<file path="config.mk">
export PLATFORM = sky130hd
export DESIGN_NAME = data_memory_ctrl_flat
export DESIGN_NICKNAME = d
export VERILOG_FILES = /design/src/rtl/data_memory_ctrl_if.sv /design/src/rtl/data_memory_ctrl.sv /design/src/flat_wrapper.sv
export SDC_FILE = /design/constraint.sdc
export NUM_CORES = 2
export LEC_CHECK = 0
export CORE_ASPECT_RATIO = 1.5
export CORE_MARGIN = 4
export CORE_UTILIZATION = 54
export DETAILED_ROUTE_END_ITERATION = 7
export PLACE_DENSITY = 0.7
export SYNTH_ARGS = -nofsm -noshare
export SYNTH_HDL_FRONTEND = slang
export SYNTH_SLANG_ARGS = --single-unit
</file>
<file path="constraint.sdc">
create_clock -name clock -period 5.2 [get_ports clock]
set_input_delay 0.78 -clock clock [delete_from_list [all_inputs] [get_ports clock]]
set_output_delay 0.78 -clock clock [all_outputs]
set_load 0.02 [all_outputs]
</file>
<file path="src/rtl/data_memory_ctrl_if.sv">
// Request/response bus for data_memory_ctrl; req_be exists only when
// GFORCE_BYTE_ENABLE_EN is defined.
interface data_memory_ctrl_if #(
  parameter int DATA_W = 32,
  parameter int ADDR_W = 32
);
  // Handshake: a transfer happens on a rising edge where valid and ready are
  // both 1; valid never waits on ready, and payload holds while valid=1 and ready=0.
  logic              req_valid;
  logic              req_ready;
  logic              req_we;
  logic [ADDR_W-1:0] req_addr;
  logic [DATA_W-1:0] req_wdata;
`ifdef GFORCE_BYTE_ENABLE_EN
  logic [DATA_W/8-1:0] req_be;
`endif
  logic              resp_valid;
  logic              resp_ready;
  logic [DATA_W-1:0] resp_rdata;
  logic              resp_err;

`ifdef GFORCE_BYTE_ENABLE_EN
  modport master (
    output req_valid, req_we, req_addr, req_wdata, req_be, resp_ready,
    input  req_ready, resp_valid, resp_rdata, resp_err
  );
  modport slave (
    input  req_valid, req_we, req_addr, req_wdata, req_be, resp_ready,
    output req_ready, resp_valid, resp_rdata, resp_err
  );
`else
  modport master (
    output req_valid, req_we, req_addr, req_wdata, resp_ready,
    input  req_ready, resp_valid, resp_rdata, resp_err
  );
  modport slave (
    input  req_valid, req_we, req_addr, req_wdata, resp_ready,
    output req_ready, resp_valid, resp_rdata, resp_err
  );
`endif
endinterface

</file>
<file path="src/rtl/data_memory_ctrl.sv">
// Single-outstanding word memory with programmable wait states and range error.
// Optional byte-enable writes are compiled in with GFORCE_BYTE_ENABLE_EN.
module data_memory_ctrl #(
  parameter int DATA_W      = 32,
  parameter int DEPTH       = 128,
  parameter int ADDR_W      = 32,
  parameter int WAIT_CYCLES = 1
) (
  input  logic                clock,
  input  logic                reset,
  data_memory_ctrl_if.slave   bus,
  output logic [1:0]          fsm_state
);
  localparam int IDX_W = (DEPTH > 1) ? $clog2(DEPTH) : 1;
  localparam logic [3:0] CNT_INIT = (WAIT_CYCLES > 0) ? 4'(WAIT_CYCLES - 1) : 4'd0;
  localparam logic [ADDR_W-1:0] DEPTH_A = ADDR_W'(DEPTH);

  typedef enum logic [1:0] {
    IDLE = 2'd0,
    WAIT = 2'd1,
    RESP = 2'd2
  } state_t;

  state_t            state;
  logic [3:0]        cnt;
  logic              req_ready_q;
  logic              resp_valid_q;
  logic              resp_err_q;
  logic [DATA_W-1:0] resp_rdata_q;

  logic              lat_we;
  logic [ADDR_W-1:0] lat_addr;
  logic [DATA_W-1:0] lat_wdata;
`ifdef GFORCE_BYTE_ENABLE_EN
  logic [DATA_W/8-1:0] lat_be;
  logic [DATA_W/8-1:0] acc_be;
`endif

  // Contents start at zero and survive reset.
  logic [DATA_W-1:0] mem [DEPTH] = '{default: '0};

  logic              accept;
  logic              enter_resp;
  logic              acc_we;
  logic [ADDR_W-1:0] acc_addr;
  logic [DATA_W-1:0] acc_wdata;
  logic              in_range;
  logic [IDX_W-1:0]  idx;
  logic [DATA_W-1:0] rd_word;
  logic [DATA_W-1:0] wr_word;

  // With zero wait states the access happens on the accept edge itself, so the
  // operands come straight from the bus in IDLE and from the latches otherwise.
  always_comb begin
    accept     = (state == IDLE) && bus.req_valid && req_ready_q;
    enter_resp = 1'b0;
    if (state == IDLE)      enter_resp = accept && (WAIT_CYCLES == 0);
    else if (state == WAIT) enter_resp = (cnt == 4'd0);
    acc_we    = (state == IDLE) ? bus.req_we    : lat_we;
    acc_addr  = (state == IDLE) ? bus.req_addr  : lat_addr;
    acc_wdata = (state == IDLE) ? bus.req_wdata : lat_wdata;
    in_range  = (acc_addr < DEPTH_A);
    idx       = acc_addr[IDX_W-1:0];
    rd_word   = mem[idx];
    wr_word   = acc_wdata;
`ifdef GFORCE_BYTE_ENABLE_EN
    acc_be = (state == IDLE) ? bus.req_be : lat_be;
    for (int i = 0; i < DATA_W / 8; i++) begin
      wr_word[8*i +: 8] = acc_be[i] ? acc_wdata[8*i +: 8] : rd_word[8*i +: 8];
    end
`endif
  end

  always_ff @(posedge clock) begin
    if (reset) begin
      state        <= IDLE;
      cnt          <= 4'd0;
      req_ready_q  <= 1'b0;
      resp_valid_q <= 1'b0;
      resp_rdata_q <= '0;
      resp_err_q   <= 1'b0;
    end else begin
      if (enter_resp) begin
        state        <= RESP;
        resp_valid_q <= 1'b1;
        resp_rdata_q <= (!acc_we && in_range) ? rd_word : '0;
        resp_err_q   <= !in_range;
      end
      case (state)
        IDLE: begin
          req_ready_q <= 1'b1;
          if (accept) begin
            req_ready_q <= 1'b0;
            lat_we      <= bus.req_we;
            lat_addr    <= bus.req_addr;
            lat_wdata   <= bus.req_wdata;
`ifdef GFORCE_BYTE_ENABLE_EN
            lat_be      <= bus.req_be;
`endif
            if (WAIT_CYCLES != 0) begin
              state <= WAIT;
              cnt   <= CNT_INIT;
            end
          end
        end
        WAIT: begin
          if (cnt != 4'd0) cnt <= cnt - 4'd1;
        end
        RESP: begin
          if (bus.resp_ready) begin
            state        <= IDLE;
            req_ready_q  <= 1'b1;
            resp_valid_q <= 1'b0;
            resp_rdata_q <= '0;
            resp_err_q   <= 1'b0;
          end
        end
        default: state <= IDLE;
      endcase
    end
  end

  // Writes commit only on the edge entering RESP; reset in WAIT abandons them.
  always_ff @(posedge clock) begin
    if (!reset && enter_resp && acc_we && in_range) mem[idx] <= wr_word;
  end

  assign bus.req_ready  = req_ready_q;
  assign bus.resp_valid = resp_valid_q;
  assign bus.resp_rdata = resp_rdata_q;
  assign bus.resp_err   = resp_err_q;
  assign fsm_state      = state;
endmodule
</file>
<file path="src/flat_wrapper.sv">
// flat-port wrapper written by rule: the top's interface ports become plain ports
module data_memory_ctrl_flat 
#(
  parameter int DATA_W      = 32,
  parameter int DEPTH       = 128,
  parameter int ADDR_W      = 32,
  parameter int WAIT_CYCLES = 1
)
  (clock, reset, fsm_state, bus_req_valid, bus_req_we, bus_req_addr, bus_req_wdata, bus_resp_ready, bus_req_ready, bus_resp_valid, bus_resp_rdata, bus_resp_err);
  data_memory_ctrl_if #(.DATA_W(DATA_W), .ADDR_W(ADDR_W)) bus_i ();
  input  logic clock;
  input  logic reset;
  output logic [1:0] fsm_state;
  input wire logic [$bits(bus_i.req_valid)-1:0] bus_req_valid;
  input wire logic [$bits(bus_i.req_we)-1:0] bus_req_we;
  input wire logic [$bits(bus_i.req_addr)-1:0] bus_req_addr;
  input wire logic [$bits(bus_i.req_wdata)-1:0] bus_req_wdata;
  input wire logic [$bits(bus_i.resp_ready)-1:0] bus_resp_ready;
  output wire logic [$bits(bus_i.req_ready)-1:0] bus_req_ready;
  output wire logic [$bits(bus_i.resp_valid)-1:0] bus_resp_valid;
  output wire logic [$bits(bus_i.resp_rdata)-1:0] bus_resp_rdata;
  output wire logic [$bits(bus_i.resp_err)-1:0] bus_resp_err;
  assign bus_i.req_valid = bus_req_valid;
  assign bus_i.req_we = bus_req_we;
  assign bus_i.req_addr = bus_req_addr;
  assign bus_i.req_wdata = bus_req_wdata;
  assign bus_i.resp_ready = bus_resp_ready;
  assign bus_req_ready = bus_i.req_ready;
  assign bus_resp_valid = bus_i.resp_valid;
  assign bus_resp_rdata = bus_i.resp_rdata;
  assign bus_resp_err = bus_i.resp_err;
  data_memory_ctrl #(.DATA_W(DATA_W), .DEPTH(DEPTH), .ADDR_W(ADDR_W), .WAIT_CYCLES(WAIT_CYCLES)) u_core (.clock(clock), .reset(reset), .bus(bus_i), .fsm_state(fsm_state));
endmodule
</file>
# ---- Word-level counts from Yosys, hierarchy flattened
# Memory sizes are Yosys's and may differ from the RTL's.
# Index checks and enable logic that the tools add are counted.
dict set report totals {
  ff_bits 106
  mem_bits_rw 4096
  inputBits 69
  output_inout_bits 37
  word_cells 62
  n_memories 1
}
# name depth width rd rd_ports_with_merged_regs wr line_no
set memory_table {}
lappend memory_table {u_core.mem 128 32 1 0 1 data_memory_ctrl.sv:40} ;# logic [DATA_W-1:0] mem [DEPTH] = '{default: '0};
dict set report classes {
  n_addsub 1
  n_lt_le_gt_ge 1
  eq_ne 5
  n_mux 27
  bitwise 1
  n_reduce_logical 17
}
# operator count
set op_table {}
lappend op_table {{two-way mux 32 bit} 6}
lappend op_table {{< comparator 32 x 8 -> 1 bit, second input constant} 1}
lappend op_table {{two-way mux 1 bit} 13}
lappend op_table {{two-way mux 4 bit} 2}
lappend op_table {{case mux 4 bit (2 select lines)} 1}
lappend op_table {{logical AND 1 bit} 6}
lappend op_table {{two-way mux 2 bit} 3}
lappend op_table {{case mux 2 bit (3 select lines)} 1}
lappend op_table {{AND reduction 3 bit} 2}
lappend op_table {{logical NOT 4 bit} 1}
lappend op_table {{!= test 2 bit, second input constant} 2}
lappend op_table {{nonzero test 2 bit} 2}
lappend op_table {{nonzero test 4 bit} 1}
lappend op_table {{subtractor 4 x 1 -> 4 bit, second input constant} 1}
lappend op_table {{logical NOT 1 bit} 3}
lappend op_table {{equality test 2 x 1 -> 1 bit, second input constant} 1}
lappend op_table {{equality test 2 bit, second input constant} 1}
lappend op_table {{logical NOT 2 bit} 1}
lappend op_table {{!= test 2 x 1 -> 1 bit, second input constant} 1}
lappend op_table {{case mux 1 bit (2 select lines)} 1}
lappend op_table {{AND reduction 2 bit} 1}
lappend op_table {{NOT 1 bit} 1}

# ---- Depth between registers and ports, before layout
dict set report depth {
  depth_word 8
  mapped_depth 14
  mapped_depth_nobuf 10
}

# ---- Worst setup path after synthesis
# OpenSTA, ideal clock, no wires.
dict set report synth_timing {
  path_kind {register to register}
  startpoint {register u_core.state[1] (netlist: u_core.fsm_state[1])}
  endpoint {register u_core.lat_addr[0], enable pin}
  setup_ps 488
  arrival_ps 4076
  required_time_ps 4712
  setup_slack_ps 636
  path_stages_with_launch 7
  n_path_buf 3
  period_less_slack_ps 4564
  cell_sequence {dfxtp_1 -> buf_6 -> nor2_1 -> buf_4 -> clkbuf_1 -> nand3_1 -> nor2_1}
}
dict set report synth_via {
  elab_chain_cells 4
}
# element line_no
set synth_lines {}
lappend synth_lines {{start: declaration} data_memory_ctrl.sv:24} ;# state_t state;
lappend synth_lines {{start signal: assignment} data_memory_ctrl.sv:76} ;# state <= IDLE;
lappend synth_lines {{start signal: assignment} data_memory_ctrl.sv:84} ;# state <= RESP;
lappend synth_lines {{start signal: assignment} data_memory_ctrl.sv:101} ;# state <= WAIT;
lappend synth_lines {{logical NOT 2 bit *} {data_memory_ctrl.sv:55, data_memory_ctrl.sv:89}}
lappend synth_lines {{logical AND 1 bit (2 in series)} data_memory_ctrl.sv:55} ;# accept = (state == IDLE) && bus.req_valid && req_ready_q;
lappend synth_lines {{AND reduction 3 bit (no line) *} -}
lappend synth_lines {{end signal: assignment} data_memory_ctrl.sv:95} ;# lat_addr <= bus.req_addr;
lappend synth_lines {{end: declaration} data_memory_ctrl.sv:32} ;# logic [ADDR_W-1:0] lat_addr;
# Mark *: on every way between the ends. The rest lies on a longest branch, timed or not.
# A chain may end at the register's enable or synchronous reset.

# ---- Worst setup path after layout
dict set report layout_timing {
  startpoint {register u_core.state[1] (netlist: u_core.fsm_state[1])}
  endpoint {register u_core.resp_rdata_q[8] (netlist: u_core.bus.resp_rdata[8])}
}
dict set report layout_via {
  elab_chain_cells 8
  elab_cells_between_ends 15
  classes_between {order compare: 1; eq/ne: 2; mux: 8; reduce/logical: 3; memory: 1}
}
# element line_no
set layout_lines {}
lappend layout_lines {{logical NOT 2 bit} {data_memory_ctrl.sv:57, data_memory_ctrl.sv:59, data_memory_ctrl.sv:60}}
lappend layout_lines {{two-way mux 32 bit / two-way mux 1 bit (equally long branches)} {data_memory_ctrl.sv:60, data_memory_ctrl.sv:59}}
lappend layout_lines {{< comparator 32 x 8 -> 1 bit / logical NOT 1 bit (equally long branches)} {data_memory_ctrl.sv:62, data_memory_ctrl.sv:86}}
lappend layout_lines {{logical AND 1 bit} data_memory_ctrl.sv:86} ;# resp_rdata_q <= (!acc_we && in_range) ? rd_word : '0;
lappend layout_lines {{two-way mux 32 bit} data_memory_ctrl.sv:86}
lappend layout_lines {{two-way mux 32 bit} data_memory_ctrl.sv:83} ;# if (enter_resp) begin
lappend layout_lines {{two-way mux 32 bit} data_memory_ctrl.sv:110} ;# if (bus.resp_ready) begin
lappend layout_lines {{two-way mux 32 bit *} data_memory_ctrl.sv:89} ;# case (state)
lappend layout_lines {{end signal: assignment} data_memory_ctrl.sv:86}
lappend layout_lines {{end: declaration} data_memory_ctrl.sv:29} ;# logic [DATA_W-1:0] resp_rdata_q;
# Marked as above.

==> results by group <==
Run status
  – Status: complete, no violations

Clock network
  – Cts repair resizes: 0
  – Clock root buffer master: clkbuf_16
  – Post-CTS Setup Repair Bufs: 0
  – Clk pin slew, worst setup/hold paths: ~0.07 ns
  – CTS tree: yes
  – CTS Hold Bufs: 0
  – Clock Latency Late Sink: 0.94 ns
  – Clock Path Buffers: 4
  – Htree depth: 5
  – Clock Sinks: 4,202
  – CTS Buf Count: around 370

Synth
  – Largest family of logic cells by synthesized area: compound AO/OA/AOI/OAI gates
  – Main flop type after synthesis: edfxtp_1
  – Synth Area in Adders: 0.0000801
  – Post-synthesis xor/xnor area fraction: 0.0000561
  – Sequential-to-total area share from yosys stat: 0.806
  – Compound-gate portion of the synthesized area: 0.0940
  – Average size of a mapped cell: 15.7 sq um
  – Synth Register Bits: about 4,200
  – Post-synth EDFFs: 4,161
  – Syn Nets: 9,988
  – Async set-reset flop share out of synthesis: 0
  – Synthesized area: 156,000 sq um
  – Simple-Gate Fraction of Synth Area: 0.0721
  – Multiplexer share of the synthesized area: 0.00798
  – Post-synth cell types: 72
  – Post-Syn Instances: a little under 10,000
  – Synth warn: 0

GRT
  – Total track usage: 0.331
  – Number of antenna violations at the first check in global routing: 28
  – Pin count of the biggest net entering global routing: roughly 130
  – Total grt overflow: 0
  – First-pass GRT wire length: roughly 700,000 um
  – Vias in the first global route: slightly below 100k

STA
  – Period utilization: 0.936
  – Final worst setup slack: 0.333 ns
  – Setup Skew: 0.0769 ns
  – Final hold violations: 0
  – Tightest Pin Transition: between 1 and 1.5 ns
  – RSZ-0062 raised after global routing: no
  – Max Clk Rate: about 210 MHz
  – Shortest period the worst path allows: 4.87 ns
  – Worst slew margin: 0.0281
  – Final setup fails: 0
  – Final count of pins violating max slew: 0

Worst setup path
  – Crit Path Category: reg -> reg
  – Launching element type of the critical path: register
  – Critical Path AT: ~5.7 ns
  – Reg-to-Reg End: u_core.bus.resp_rdata[8]
  – R2R setup slack: 0.33 ns
  – Crit path max fanout: 30
  – Worst Reg-to-Reg Cells: 11
  – Crit path required time: approximately 6.0 ns
  – Crit end category: register
  – Reg2reg start: u_core.fsm_state[1]

Die
  – Site row count: around 240
  – Chip Width: ~450 um
  – Chip height: about 670 um
  – Die area: 298,000 sq um
  – I/O pins: between 100 and 150
  – Core Area: between 200,000 and 300,000 sq um
  – Starting Density: 0.543

Pwr
  – PwrDens: about 400 nW/um^2
  – Leak pwr: around 56 nW
  – Max VDD drop: between 300 and 400 uV

Placed design
  – Place WS: -0.292 ns
  – I/O Buffers: 105
  – Post-DP HPWL: slightly below 300,000 um
  – Placed inst area: between 150,000 and 200,000 sq um
  – Placer Congestion: 0.909

Detailed routing
  – Total wire length: 503,000 um
  – Drt initial violations: between 15,000 and 20,000
  – DR pass1 iterations: 8
  – WL per Instance: ~35 um
  – Antenna-violating nets left: 0
  – # DRC: 0
  – Via-per-instance ratio: just under 7
  – Via count: roughly 100,000

Run
  – Max cap viols: 0

Final layout
  – Most frequent cells in the layout: 4,161 x edfxtp_1, 1,086 x o22ai_1, 901 x nand2_1
  – Fillers: around 20,000
  – Share of cells above drive strength 1: 0.129
  – Area grow syn2layout: 14.7%
  – Most common cell after layout, fill and taps aside: edfxtp_1
  – Final Util: 0.622
  – Final instance area: ~180,000 sq um
  – Final #Nets: about 10,000

Hold path
  – Min-delay src: bus_req_wdata[20]
  – Hold Crit Class: in -> reg
  – Hold path endpoint: u_core.lat_wdata[20]
  – WHS Path Cells: 1
-- worst max path at each step --
stage / end / cells past startpoint / slack, ns / start
after floorplan: u_core.lat_addr[0] / 6 / 0.64 / u_core.fsm_state[1]
after global placement: u_core.bus.resp_rdata[3] / 13 / -0.21 / bus_req_addr[1]
after detailed placement: u_core.bus.resp_rdata[3] / 13 / -0.29 / bus_req_addr[1]
after CTS: u_core.bus.resp_rdata[3] / 12 / 0.42 / u_core.fsm_state[1]
after global routing: u_core.bus.resp_rdata[3] / 12 / 0.40 / u_core.fsm_state[1]
final: u_core.bus.resp_rdata[8] / 11 / 0.33 / u_core.fsm_state[1]
-- metrics by stage --
stage	total power (W)	hold WS, ns	TNS (ns)	instances
6_report	0.0719	0.435	0	14400
5_1_grt	0.0736	0.408	0	14400
4_1_cts	0.0718	0.388	0	14400
3_5_place_dp	0.0448	0.471	-0.478	13700
3_3_place_gp	0.0447	0.450	-0.237	13700
2_1_floorplan	0.0418	0.439	0	9918
-- area by class of cell --
class                           count  area (sq um)  share of cell area
Timing Repair Buffer              731          7800              0.0436
Clock inverter                    204          2210              0.0124
Multi-Input combinational cell   5042         28700               0.160
Tap cell                         3766          4710              0.0263
Inverter                            8          30.0            0.000168
Sequential cell                  4202        126000               0.702
Clock buffer                      453          9790              0.0547
Antenna cell                       17          42.5            0.000238
-- critical path, stage by stage, from the launching register on --
cell,delay [ns]
dfxtp_1,0.32
or2_4,0.44
a21oi_4,0.76
buf_12,0.31
buf_4,0.37
o22ai_1,0.14
a22oi_1,0.30
nand4_1,0.32
a2111oi_1,1.17
buf_4,0.25
nand2_1,0.20
o21ai_1,0.17
-- per-layer routing --
metal	vias to the layer above	track usage	routed length (um)
met2	7664	0.522	236000
met4	12	0.260	47900
met1	49600	0.398	159000
met3	1763	0.0692	59400
li1	40200	-	-
met5	-	0	75
-- cell usage after synthesis (23+ instances only) --
| master | instances | area, sq um |
|---|---|---|
| edfxtp_1 | 4161 | 125000 |
| o22ai_1 | 1086 | 6790 |
| nand2_1 | 934 | 3510 |
| nor3_1 | 681 | 3410 |
| nor2_1 | 599 | 2250 |
| o21ai_0 | 596 | 2980 |
| buf_2 | 283 | 1420 |
| clkbuf_1 | 255 | 957 |
| nand3_1 | 246 | 1230 |
| mux2i_1 | 120 | 1200 |
| a31oi_1 | 119 | 744 |
| a32oi_1 | 117 | 1020 |
| a21oi_1 | 76 | 380 |
| buf_1 | 66 | 248 |
| a22oi_1 | 64 | 480 |
| o32ai_1 | 56 | 490 |
| o31ai_1 | 53 | 398 |
| buf_4 | 49 | 368 |
| nand4_1 | 48 | 300 |
| nor4_1 | 45 | 282 |
| dfxtp_1 | 41 | 821 |
| o41ai_1 | 34 | 298 |
| o21ai_1 | 30 | 150 |
| o221ai_1 | 23 | 201 |
-- flip-flops by register name (all words and copies together), names as in the netlist --
signal / count
u_core.cnt: 4
u_core.bus.resp_rdata: 32
u_core.lat_addr: 32
u_core.bus.req_ready: 1
u_core.bus.resp_valid: 1
u_core.lat_wdata: 32
u_core.fsm_state: 2
u_core.bus.resp_err: 1
u_core.mem: 4096
u_core.lat_we: 1
-- kinds of logic after synthesis --
logic type | Yosys count
simple gates | 2587
mux | 124
fa+ha+maj | 1
compound gates | 2329
flops | 4202
buf+inv | 674
xor+xnor | 1
-- power breakdown --
| group | switching [W] | internal, W |
|---|---|---|
| registers | 0.00000783 | 0.0378 |
| logic | 0.00486 | 0.00163 |
| clock network | 0.0120 | 0.0155 |
Power figures use the tool's default switching activity.
